[config.mk]
export PLATFORM = sky130hd
export DESIGN_NAME = text_scanout
export DESIGN_NICKNAME = d
export VERILOG_FILES = /design/src/rtl/text_scanout.sv
export SDC_FILE = /design/constraint.sdc
export NUM_CORES = 1
export LEC_CHECK = 0
export CAP_MARGIN = 20
export CORE_MARGIN = 1.5
export CORE_UTILIZATION = 49
export DETAILED_ROUTE_END_ITERATION = 8
export GPL_ROUTABILITY_DRIVEN = 1
export GPL_TIMING_DRIVEN = 0
export PLACE_DENSITY_LB_ADDON = 0.25
export SLEW_MARGIN = 5
export SYNTH_ARGS = -nofsm -noshare
export SYNTH_HDL_FRONTEND = slang
export SYNTH_SLANG_ARGS = --single-unit
[constraint.sdc]
create_clock -name clk -period 2.14 [get_ports clk]
set_clock_uncertainty 0.2 [all_clocks]
set_input_delay 0.428 -clock clk [delete_from_list [all_inputs] [get_ports clk]]
set_output_delay 0.428 -clock clk [all_outputs]
set_load 0.05 [all_outputs]
[src/rtl/text_scanout.sv]
// Text-mode scan-out: fetches character cells from the display RAM, looks up
// one glyph row per cell in the font ROM and serialises it as 4-bit colour
// indices, eight pixels per cell, MSB (leftmost) first.
module text_scanout #(
    parameter int TEXT_COLS = 80,
    parameter int TEXT_ROWS = 30,
    parameter int FONT_H    = 16,
    parameter int ADDR_W    = 12
) (
    input  logic                          clk,
    input  logic                          reset_n,
    input  logic                          frame_start_i,
    input  logic                          line_start_i,
    output logic                          rd_en_o,
    output logic [ADDR_W-1:0]             rd_addr_o,
    input  logic [15:0]                   rd_data_i,
    output logic [8+$clog2(FONT_H)-1:0]   font_addr_o,
    input  logic [7:0]                    font_data_i,
    output logic                          pix_valid_o,
    output logic [3:0]                    pix_color_o
);

    localparam int SCAN_W   = $clog2(FONT_H);
    localparam int LINE_PIX = TEXT_COLS * 8;
    localparam int CYC_W    = $clog2(LINE_PIX + 3);
    localparam int CELLS    = TEXT_COLS * TEXT_ROWS;

    typedef logic [ADDR_W-1:0] disp_addr_t;
    typedef enum logic [1:0] {IDLE, ACTIVE, DRAIN} state_t;

    state_t             state_reg, state_next;
    logic [CYC_W-1:0]   cyc_reg, cyc_next;      // cycles since line start
    disp_addr_t         base_reg, base_next;    // first cell of current text row
    logic [SCAN_W-1:0]  scan_reg, scan_next;    // glyph scanline
    logic [ADDR_W:0]    base_sum;
    logic               line_end;

    disp_addr_t         rd_addr_reg;
    logic [8+SCAN_W-1:0] font_addr_reg;
    logic               cap_reg;                // RAM data valid this cycle
    logic               ld_reg;                 // font data valid this cycle
    logic [3:0]         fore_reg, back_reg;     // colours of the cell being looked up
    logic [3:0]         cell_fore_reg, cell_back_reg; // colours of the cell being shifted
    logic [7:0]         shift_reg;
    logic [2:0]         left_reg;               // pixels still to shift from shift_reg
    logic               pix_valid_reg;
    logic [3:0]         pix_color_reg;

    // Last pixel of the line is on screen during the final DRAIN cycle.
    assign line_end = (state_reg == DRAIN) && (cyc_reg == CYC_W'(LINE_PIX + 2));
    assign base_sum = {1'b0, base_reg} + (ADDR_W+1)'(TEXT_COLS);

    // Next-state logic; a line start overrides everything and never advances the row.
    always_comb begin
        state_next = state_reg;
        cyc_next   = cyc_reg;
        base_next  = base_reg;
        scan_next  = scan_reg;
        case (state_reg)
            IDLE: begin
            end
            ACTIVE: begin
                cyc_next = cyc_reg + CYC_W'(1);
                if (cyc_reg == CYC_W'(LINE_PIX - 1))
                    state_next = DRAIN;
            end
            DRAIN: begin
                cyc_next = cyc_reg + CYC_W'(1);
                if (line_end) begin
                    state_next = IDLE;
                    cyc_next   = '0;
                    if (scan_reg == SCAN_W'(FONT_H - 1)) begin
                        scan_next = '0;
                        base_next = (base_sum >= (ADDR_W+1)'(CELLS)) ? '0 : base_sum[ADDR_W-1:0];
                    end else begin
                        scan_next = scan_reg + SCAN_W'(1);
                    end
                end
            end
            default: state_next = IDLE;
        endcase
        if (frame_start_i) begin
            base_next = '0;
            scan_next = '0;
        end
        if (line_start_i) begin
            state_next = ACTIVE;
            cyc_next   = '0;
            if (!frame_start_i) begin
                base_next = base_reg;
                scan_next = scan_reg;
            end
        end
    end

    // FSM and line-position registers.
    always_ff @(posedge clk) begin
        if (!reset_n) begin
            state_reg <= IDLE;
            cyc_reg   <= '0;
            base_reg  <= '0;
            scan_reg  <= '0;
        end else begin
            state_reg <= state_next;
            cyc_reg   <= cyc_next;
            base_reg  <= base_next;
            scan_reg  <= scan_next;
        end
    end

    // Cell fetch happens on the first cycle of every 8-cycle slot while ACTIVE.
    assign rd_en_o     = (state_reg == ACTIVE) && (cyc_reg[2:0] == 3'd0);
    assign rd_addr_o   = rd_addr_reg;
    // Font address follows RAM data in the cycle it arrives, then holds.
    assign font_addr_o = cap_reg ? {rd_data_i[7:0], scan_reg} : font_addr_reg;

    // Display address: loaded at line start, stepped after each fetch slot.
    always_ff @(posedge clk) begin
        if (!reset_n) begin
            rd_addr_reg <= '0;
        end else if (line_start_i) begin
            rd_addr_reg <= base_next;
        end else if ((state_reg == ACTIVE) && (cyc_reg[2:0] == 3'd7) &&
                     (cyc_reg != CYC_W'(LINE_PIX - 1))) begin
            rd_addr_reg <= rd_addr_reg + ADDR_W'(1);
        end
    end

    // Fetch pipeline: RAM data capture, then font lookup; a restart flushes it.
    always_ff @(posedge clk) begin
        if (!reset_n) begin
            cap_reg       <= 1'b0;
            ld_reg        <= 1'b0;
            fore_reg      <= '0;
            back_reg      <= '0;
            font_addr_reg <= '0;
        end else begin
            cap_reg <= rd_en_o && !line_start_i;
            ld_reg  <= cap_reg && !line_start_i;
            if (cap_reg) begin
                fore_reg      <= rd_data_i[11:8];
                back_reg      <= rd_data_i[15:12];
                font_addr_reg <= font_addr_o;
            end
        end
    end

    // Pixel shifter with registered colour output.
    always_ff @(posedge clk) begin
        if (!reset_n) begin
            shift_reg     <= '0;
            left_reg      <= '0;
            cell_fore_reg <= '0;
            cell_back_reg <= '0;
            pix_valid_reg <= 1'b0;
            pix_color_reg <= '0;
        end else if (line_start_i) begin
            left_reg      <= '0;
            pix_valid_reg <= 1'b0;
            pix_color_reg <= '0;
        end else if (ld_reg) begin
            shift_reg     <= {font_data_i[6:0], 1'b0};
            left_reg      <= 3'd7;
            cell_fore_reg <= fore_reg;
            cell_back_reg <= back_reg;
            pix_valid_reg <= 1'b1;
            pix_color_reg <= font_data_i[7] ? fore_reg : back_reg;
        end else if (left_reg != 3'd0) begin
            shift_reg     <= {shift_reg[6:0], 1'b0};
            left_reg      <= left_reg - 3'd1;
            pix_valid_reg <= 1'b1;
            pix_color_reg <= shift_reg[7] ? cell_fore_reg : cell_back_reg;
        end else begin
            pix_valid_reg <= 1'b0;
            pix_color_reg <= '0;
        end
    end

    assign pix_valid_o = pix_valid_reg;
    assign pix_color_o = pix_color_reg;

endmodule

==> results_dict.tcl, run 1 <==
set metrics [dict create \
    synthTopCellsByCount "85 x dfxtp_1, 48 x nand2_1, 45 x nor2_1" \
    grtUsageTotal 0.222 \
    grt.overflow.total 0 \
    holdPathStages 2 \
    critPathArrivalTime_ps 2220 \
    required_ps 2200 \
    dieArea_mm2 0.00910 \
    cts_buffer_depth 2 \
    synth_top_area_share 0.407 \
    syn_avg_cell_area_um2 8.93 \
    synth_nets 509 \
    violations "setup timing" \
    p_per_area_mw_per_mm2 614 \
    relSlewSlack 0.630 \
    setup_violations 1 \
    ir_drop_uv 415 \
    netlist_top_cells_area "dfxtp_1 41%, mux2_2 5.7%, mux2i_1 4.5%" \
    end_kind "flip-flop" \
    max-cap-violations 0 \
    drc 0 \
    synth_sequential_area_ratio 0.407 \
    rr_worst_depth 7 \
    fp.dieH_um 95.4 \
    max_stage_delay_ps 460 \
    synth_cell_types 64 \
    final.setup.worst_slack_ps -14.0 \
    area_growth_pct 25.1 \
    diodes 0 \
    synth.largest_area_cell "dfxtp_1" \
    totalWireLength_mm 9.75 \
    holdCritPathClass "flip-flop to flip-flop" \
    dominantRegCellSynth "dfxtp_1" \
    numCtsBuffers 9 \
    syn_area_mm2 0.00418 \
    vias 3597 \
    yosys_warnings 0 \
    grt_max_degree 16 \
    synthArstFlopShare 0 \
    tightest_slew_ps 555 \
    cp_num_cells 8 \
    clk_pin_slew_worst_paths_ps 90 \
    synth-seq-cells 85 \
    drt_iter0_drc 222 \
    outcome "finished with violations" \
    ant_nets 0 \
    synth-edff-count 0 \
    start_kind "primary input" \
    critPathTopFamily "simple AND/OR/NAND/NOR gates" \
    fin_area_mm2 0.00523 \
    clockRootBuffer "clkbuf_8" \
    clkSinkCount 85 \
    num-nets-final 582 \
    rows 33 \
    dr.pass1.iters 4 \
    dp_hpwl_mm 6.95 \
    period_minus_slack_ps 2150 \
    gp_congestion 0.855 \
    core_area_mm2 0.00826 \
    grt_pass1_wl_mm 15.7 \
    syn_inst 468 \
    die_w_um 95.4 \
    start_util 0.506 \
    viasPerCell 5.53 \
    rsz0062_at_grt "yes" \
    finalMaxSlewViolations 0 \
    antenna_found_initial 0 \
    total_leakage_power_nw 2.06 \
    path_max_fanout 10 \
    ios 58 \
    max_freq_mhz 464 \
    power.total_mw 3.21 \
    path_buf_inv 2 \
    io_buffers 57 \
    critPathKind "primary input to flip-flop" \
    crit_path_cell_trace "clkdlybuf4s50_1, buf_6, nand2b_1, nor2_1, nand2_1, a211oi_1, o21ai_1, o31ai_1" \
    synth_most_common_cell "dfxtp_1" \
    period_share 1.01 \
    clock_latency_ps 350 \
    hold_slack_ps 270 \
    htreeDepth 3 \
    tns_ps -14.0 \
    slowest_stage "clkdlybuf4s50_1" \
    first_global_vias 3388 \
    wl_per_cell_um 15.0 \
    cts_hold_buf 0 \
    place_area_mm2 0.00488 \
    drive_gt1_frac 0.178 \
    cts_tree "yes" \
    pre_cts_ws_ps -498 \
    hold_viol_final 0 \
]
[cell families after synthesis]
kind of cell | share of synthesized area
and+or+nand+nor | 0.221
xor gates and xnor gates | 0.0356
AOI/OAI and AO/OA | 0.154
DFF | 0.407
muxes | 0.107
buffers and inverters | 0.0356
adders and majority gates | 0.0389
[power by group]
part	switching [mW]	internal [mW]	leakage (nW)
Clock	0.597	0.664	0.107
Sequential	0.0224	1.61	0.691
Combinational	0.178	0.142	1.26
Total	0.797	2.41	2.06
[worst paths after layout]
path | from | slack, ps | endpoint
setup reg to reg | base_reg[4]$_SDFF_PN0_ | 10 | base_reg[7]$_SDFF_PN0_
setup / recovery | line_start_i | -10 | base_reg[7]$_SDFF_PN0_
hold / removal | base_reg[3]$_SDFF_PN0_ | 270 | base_reg[3]$_SDFF_PN0_
hold reg to reg | base_reg[3]$_SDFF_PN0_ | 270 | base_reg[3]$_SDFF_PN0_
[area by class of cell]
type | instances | area, um^2
Sequential cell | 85 | 1720
Tap cell | 105 | 131
Buffer | 22 | 145
Multi-Input combinational cell | 349 | 2420
Fill cell | 709 | 3030
Inverter | 11 | 43.8
Clock buffer | 9 | 124
Clock inverter | 6 | 93.8
Timing Repair Buffer | 63 | 554
[stage by stage]
stage,utilization,cells
after global routing,0.633,650
final,0.633,650
after detailed placement,0.591,630
after CTS,0.613,644
after floorplan,-,468
after global placement,0.591,630
[layout by cell type, fill, tap and decap left out, types with 10 or more instances in the layout]
master           synthesis  routed
ha_1                    13      10
clkdlybuf4s50_1          0      30
clkbuf_1                15      11
nor2b_1                 16      16
a21oi_1                 26      26
nand2_1                 48      48
dlygate4sd2_1            0      12
dfxtp_1                 85      78
mux2_2                  21      21
o21ai_0                 21      20
nor2_1                  45      44
nand3_1                 12      12
mux2i_1                 19      19
and2_1                  16      17
[worst reg2reg max path, cell delays in order (launching register included)]
cell and delay, ps:
dfxtp_4 390, ha_4 190, o2111ai_4 210, mux2i_1 270
nand3_1 180, a21oi_2 270, nor2_4 110, o31ai_1 220
[per-layer routing]
| layer | wire (um) | GRT usage | part of all wire | vias up |
|---|---|---|---|---|
| met2 | 4500 | 0.375 | 0.46 | 88 |
| met4 | 115 | 0.0637 | 0.012 | 0 |
| met3 | 497 | 0.0375 | 0.051 | 13 |
| met5 | 0 | 0 | 0 | - |
| li1 | - | - | - | 1788 |
| met1 | 4630 | 0.290 | 0.48 | 1708 |
[what timing repair did]
action / 4_1_cts / 5_1_grt
endpoints found under the setup margin: 48 / 45
pin swaps: 0 / 4
buffers inserted: 0 / 6
resized for setup: 86 / 46
Power figures use the tool's default switching activity.
==> run 2, diff against run 1 <==
CORE_MARGIN = 3   (was 1.5)
CTS_CLUSTER_DIAMETER = 120   (was unset)
SLEW_MARGIN = 0   (was 5)
==> run 2 against run 1 <==
Net effect:
- the run now ends clean
- first-iteration DRC count fell by 2.7%
- worst hold slack got worse by 0.80 ps
- worst setup slack improved by 52 ps
- non-clock buffer count fell by 2
- sequential cell count did not move
- fmax rose by 2.5%
- wire length rose by 0.55%
- core utilization fell by 0.71 points
- critical endpoint is now font_addr_o[0]
==> results_dict.tcl, run 2 (same netlist as run 1, synthesis figures left out) <==
set metrics [dict create \
    clkSinkCount 85 \
    comb_power_share 0.108 \
    register_area_mm2 0.00172 \
    final_common_cell "dfxtp_1" \
    first_global_vias 3312 \
    antenna_found_initial 0 \
    vias 3585 \
    viasPerCell 5.53 \
    period_minus_slack_ps 2100 \
    critPathArrivalTime_ps 1470 \
    die_w_um 98.4 \
    wl_per_cell_um 15.1 \
    clkPwrFrac 0.344 \
    start_util 0.506 \
    max-cap-violations 0 \
    htreeDepth 3 \
    outcome "finished clean" \
    clock_latency_ps 360 \
    fin_cells 648 \
    drc 0 \
    fillers 717 \
    end_kind "output pin" \
    p_per_area_mw_per_mm2 575 \
    layout_common_cells "78 x dfxtp_1, 48 x nand2_1, 41 x nor2_1" \
    total_leakage_power_nw 2.07 \
    power.total_mw 2.97 \
    path_max_fanout 10 \
    placedCellCount 630 \
    multiInputGateArea_mm2 0.00242 \
    fp.dieH_um 98.4 \
    ant_nets 0 \
    clk_pin_slew_worst_paths_ps 80 \
    max_freq_mhz 476 \
    start_kind "flip-flop" \
    intPower_mw 2.17 \
    ir_drop_uv 384 \
    p_switching_mw 0.797 \
    gp_congestion 0.849 \
    grt_pass1_wl_mm 16.1 \
    period_share 0.982 \
    drt_iter0_drc 216 \
    place_area_mm2 0.00488 \
    core_area_mm2 0.00826 \
    clockRootBuffer "clkbuf_8" \
    area_growth_pct 23.7 \
    cts_buffer_depth 2 \
    swShare 0.268 \
    grtUsageTotal 0.202 \
    required_ps 1510 \
    totalWireLength_mm 9.80 \
    grt_max_degree 16 \
    drive_gt1_frac 0.188 \
    relSlewSlack 0.634 \
    fin_area_mm2 0.00517 \
    hold_viol_final 0 \
    io_buffers 57 \
    cts_tree "yes" \
    setup_violations 0 \
    dp_hpwl_mm 7.11 \
    rows 33 \
    tightest_slew_ps 550 \
    dieArea_mm2 0.00968 \
    ios 58 \
    num-nets-final 580 \
    seqPwrFrac 0.549 \
    numCtsBuffers 9 \
    grt.overflow.total 0 \
    final.setup.worst_slack_ps 38.0 \
    pre_cts_ws_ps -517 \
    dr.pass1.iters 5 \
    diodes 0 \
    holdCritPathClass "flip-flop to flip-flop" \
    finalMaxSlewViolations 0 \
    critPathKind "flip-flop to output pin" \
]
==> run 2: cell type report <==
type | count | share of cell area
repair buffers | 62 | 0.106
flip-flops and latches | 85 | 0.332
inverters | 11 | 0.00847
well taps | 105 | 0.0254
clock buffers | 9 | 0.0239
plain buffers | 21 | 0.0266
multi-input cells | 349 | 0.468
clock inverters | 6 | 0.00943
==> run 2: final timing paths <==
path / startpoint / to / slack (ps) / cells after the start
setup reg to reg: base_reg[4]$_SDFF_PN0_ / base_reg[8]$_SDFF_PN0_ / 60 / 7
hold / removal: base_reg[0]$_SDFF_PN0_ / base_reg[0]$_SDFF_PN0_ / 270 / 2
hold reg to reg: base_reg[0]$_SDFF_PN0_ / base_reg[0]$_SDFF_PN0_ / 270 / 2
setup / recovery: cap_reg$_SDFF_PN0_ / font_addr_o[0] / 40 / 3
==> run 2: routing by layer <==
metal,part of all wire,track usage,wire (um)
met1,0.47,0.285,4580
met2,0.46,0.315,4510
met3,0.055,0.0314,542
met4,0.017,0.0683,171
met5,0,0,0
==> run 2: critical path, stage by stage, from the launching register on <==
cell and delay (ps):
dfxtp_2 370, buf_6 180, mux2_2 360, buf_2 220
==> run 2: per-stage QoR <==
stage,hold slack [ps],utilization,setup TNS (ps)
floorplan,226,-,0
finish,269,0.626,0
global route,276,0.626,-67.4
detailed placement,252,0.591,-12260
global placement,244,0.591,-10270
CTS,266,0.611,-594
==> run 2: repair_timing <==
item,4_1_cts,5_1_grt
endpoints found under the setup margin,47,39
buffers inserted,2,3
pin swaps,1,5
gates resized for setup,86,46
hold buffers,0,0
==> run 2: power groups by stage <==
stage / sequential [mW] / clock (mW) / combinational, mW
4_1_cts: 1.63 / 1.05 / 0.316
5_1_grt: 1.64 / 1.12 / 0.349
6_report: 1.63 / 1.02 / 0.320
2_1_floorplan: 1.68 / 0 / 0.188
3_5_place_dp: 1.67 / 0 / 0.322
3_3_place_gp: 1.67 / 0 / 0.312
==> run 3, diff against run 2 <==
CORE_MARGIN = 2   (was 3)
SLEW_MARGIN = unset   (was 0)
==> run 3 against run 2 <==
Net effect:
- final area is 1.6% higher
- register-to-register slack hardly changed
- via count is 0.31% higher
- sequential power hardly changed
- clock power is 23% higher
- fmax is 0.61% higher
- sequential cell count stayed put
- critical path type unchanged
==> results_dict.tcl, run 3 (same netlist as run 1, synthesis figures left out) <==
set metrics [dict create \
    outcome "finished clean" \
    dieArea_mm2 0.00929 \
    timing.rr.start "base_reg[4]$_SDFF_PN0_" \
    use_met3 0.0372 \
    drt_iter0_drc 180 \
    dr.pass1.iters 5 \
    num-nets-final 582 \
    max_freq_mhz 479 \
    die_w_um 96.4 \
    cts_tree "yes" \
    grt_util_met1 0.275 \
    fin_area_mm2 0.00525 \
    path_max_fanout 4 \
    start_kind "flip-flop" \
    critPathKind "flip-flop to output pin" \
    drc 0 \
    start_util 0.506 \
    p_per_area_mw_per_mm2 609 \
    io_buffers 57 \
    holdPathStages 2 \
    grtUsageMet2 0.345 \
    hold_viol_final 0 \
    rr_worst_depth 8 \
    ir_drop_uv 304 \
    pre_cts_ws_ps -534 \
    viasPerCell 5.53 \
    hold_slack_ps 266 \
    total_leakage_power_nw 2.14 \
    critPathArrivalTime_ps 1460 \
    clockRootBuffer "clkbuf_8" \
    worstHoldEndpoint "base_reg[3]$_SDFF_PN0_" \
    wl_per_cell_um 15.1 \
    area_growth_pct 25.6 \
    register_area_mm2 0.00172 \
    gp_congestion 0.874 \
    postLayoutCoreUtil 0.636 \
    timing.rr.end "base_reg[5]$_SDFF_PN0_" \
    clk_pin_slew_worst_paths_ps 80 \
    setup_violations 0 \
    layout_common_cells "78 x dfxtp_1, 48 x nand2_1, 42 x nor2_1" \
    vias 3596 \
    clkSinkCount 85 \
    relSlewSlack 0.644 \
    tightest_slew_ps 534 \
    ios 58 \
    placedCellCount 630 \
    cts_buffer_depth 2 \
    rsz0062_at_grt "yes" \
    hold_start "base_reg[3]$_SDFF_PN0_" \
    fin_cells 650 \
    period_share 0.976 \
    power.total_mw 3.20 \
    antenna_found_initial 0 \
    finalMaxSlewViolations 0 \
    required_ps 1510 \
    tns_ps 0 \
    r2r_setup_slack_ps 60 \
    final_common_cell "dfxtp_1" \
    holdCritPathClass "flip-flop to flip-flop" \
    final.setup.worst_slack_ps 50.7 \
    diodes 0 \
    first_global_vias 3276 \
    htreeDepth 3 \
    dp_hpwl_mm 7.04 \
    multiInputGateArea_mm2 0.00245 \
    grt_pass1_wl_mm 15.1 \
    cts_hold_buf 0 \
    place_area_mm2 0.00488 \
    rows 33 \
    grt_max_degree 16 \
    period_minus_slack_ps 2090 \
    fp.dieH_um 96.4 \
    numCtsBuffers 9 \
    grt.overflow.total 0 \
    max-cap-violations 0 \
    ant_nets 0 \
    busiest_layer "met2" \
    totalWireLength_mm 9.81 \
    drive_gt1_frac 0.189 \
    core_area_mm2 0.00826 \
    end_kind "output pin" \
    fillers 718 \
    grtUsageTotal 0.210 \
    clock_latency_ps 350 \
]
run 3: changes by cell type in the layout (fill, tap and decap cells not counted), sizes merged:
cell	previous run	this run
bufinv	0	2
clkdlybuf4s50	28	26
clkinvlp	3	1
dlymetal6s2s	4	6
buf	25	26
clkbuf	22	23
clkinv	1	0
inv	13	14
run 3: what timing repair did:
item                                    4_1_cts  5_1_grt
endpoints found under the setup margin       48       39
gates resized for setup                      91       42
setup buffers                                 0        6
pin swaps                                     1        7
run 3: worst max path at each step:
stage	from	to	slack (ps)	cells after the start
CTS	cap_reg$_SDFF_PN0_	font_addr_o[0]	-160	3
global route	cyc_reg[0]$_SDFFE_PP0P_	base_reg[7]$_SDFF_PN0_	-30	9
floorplan	rd_addr_o[4]$_SDFFE_PN0P_	rd_addr_o[10]$_SDFFE_PN0P_	7	6
finish	state_reg[1]$_SDFFE_PP0P_	rd_en_o	50	4
global placement	cap_reg$_SDFF_PN0_	font_addr_o[0]	-510	3
detailed placement	cap_reg$_SDFF_PN0_	font_addr_o[0]	-530	3
run 3: layout make-up:
class | instances | area share
clock buffer | 9 | 0.0236
multi-input combinational | 349 | 0.466
inverter | 11 | 0.00834
buffer | 22 | 0.0252
tap | 105 | 0.0250
clock inverter | 6 | 0.0179
sequential | 85 | 0.327
timing repair buffer | 63 | 0.107
run 3: power by group:
group,switching [mW],total (mW),internal [mW]
Sequential,0.0215,1.63,1.61
Clock,0.587,1.25,0.663
Combinational,0.178,0.318,0.140
Total,0.786,3.20,2.41
run 3: per-layer routing:
layer  routed length, um  vias up  part of all wire
met4                  82        0            0.0084
li1                    -     1791                 -
met3                 553        7             0.056
met2                4610      101              0.47
met5                   0        -                 0
met1                4560     1697              0.47
run 3: worst max-delay path, stage by stage (launching register included):
cell and delay [ps]:
dfxtp_1 330, inv_1 90, ha_1 230, and3b_1 280, buf_6 190
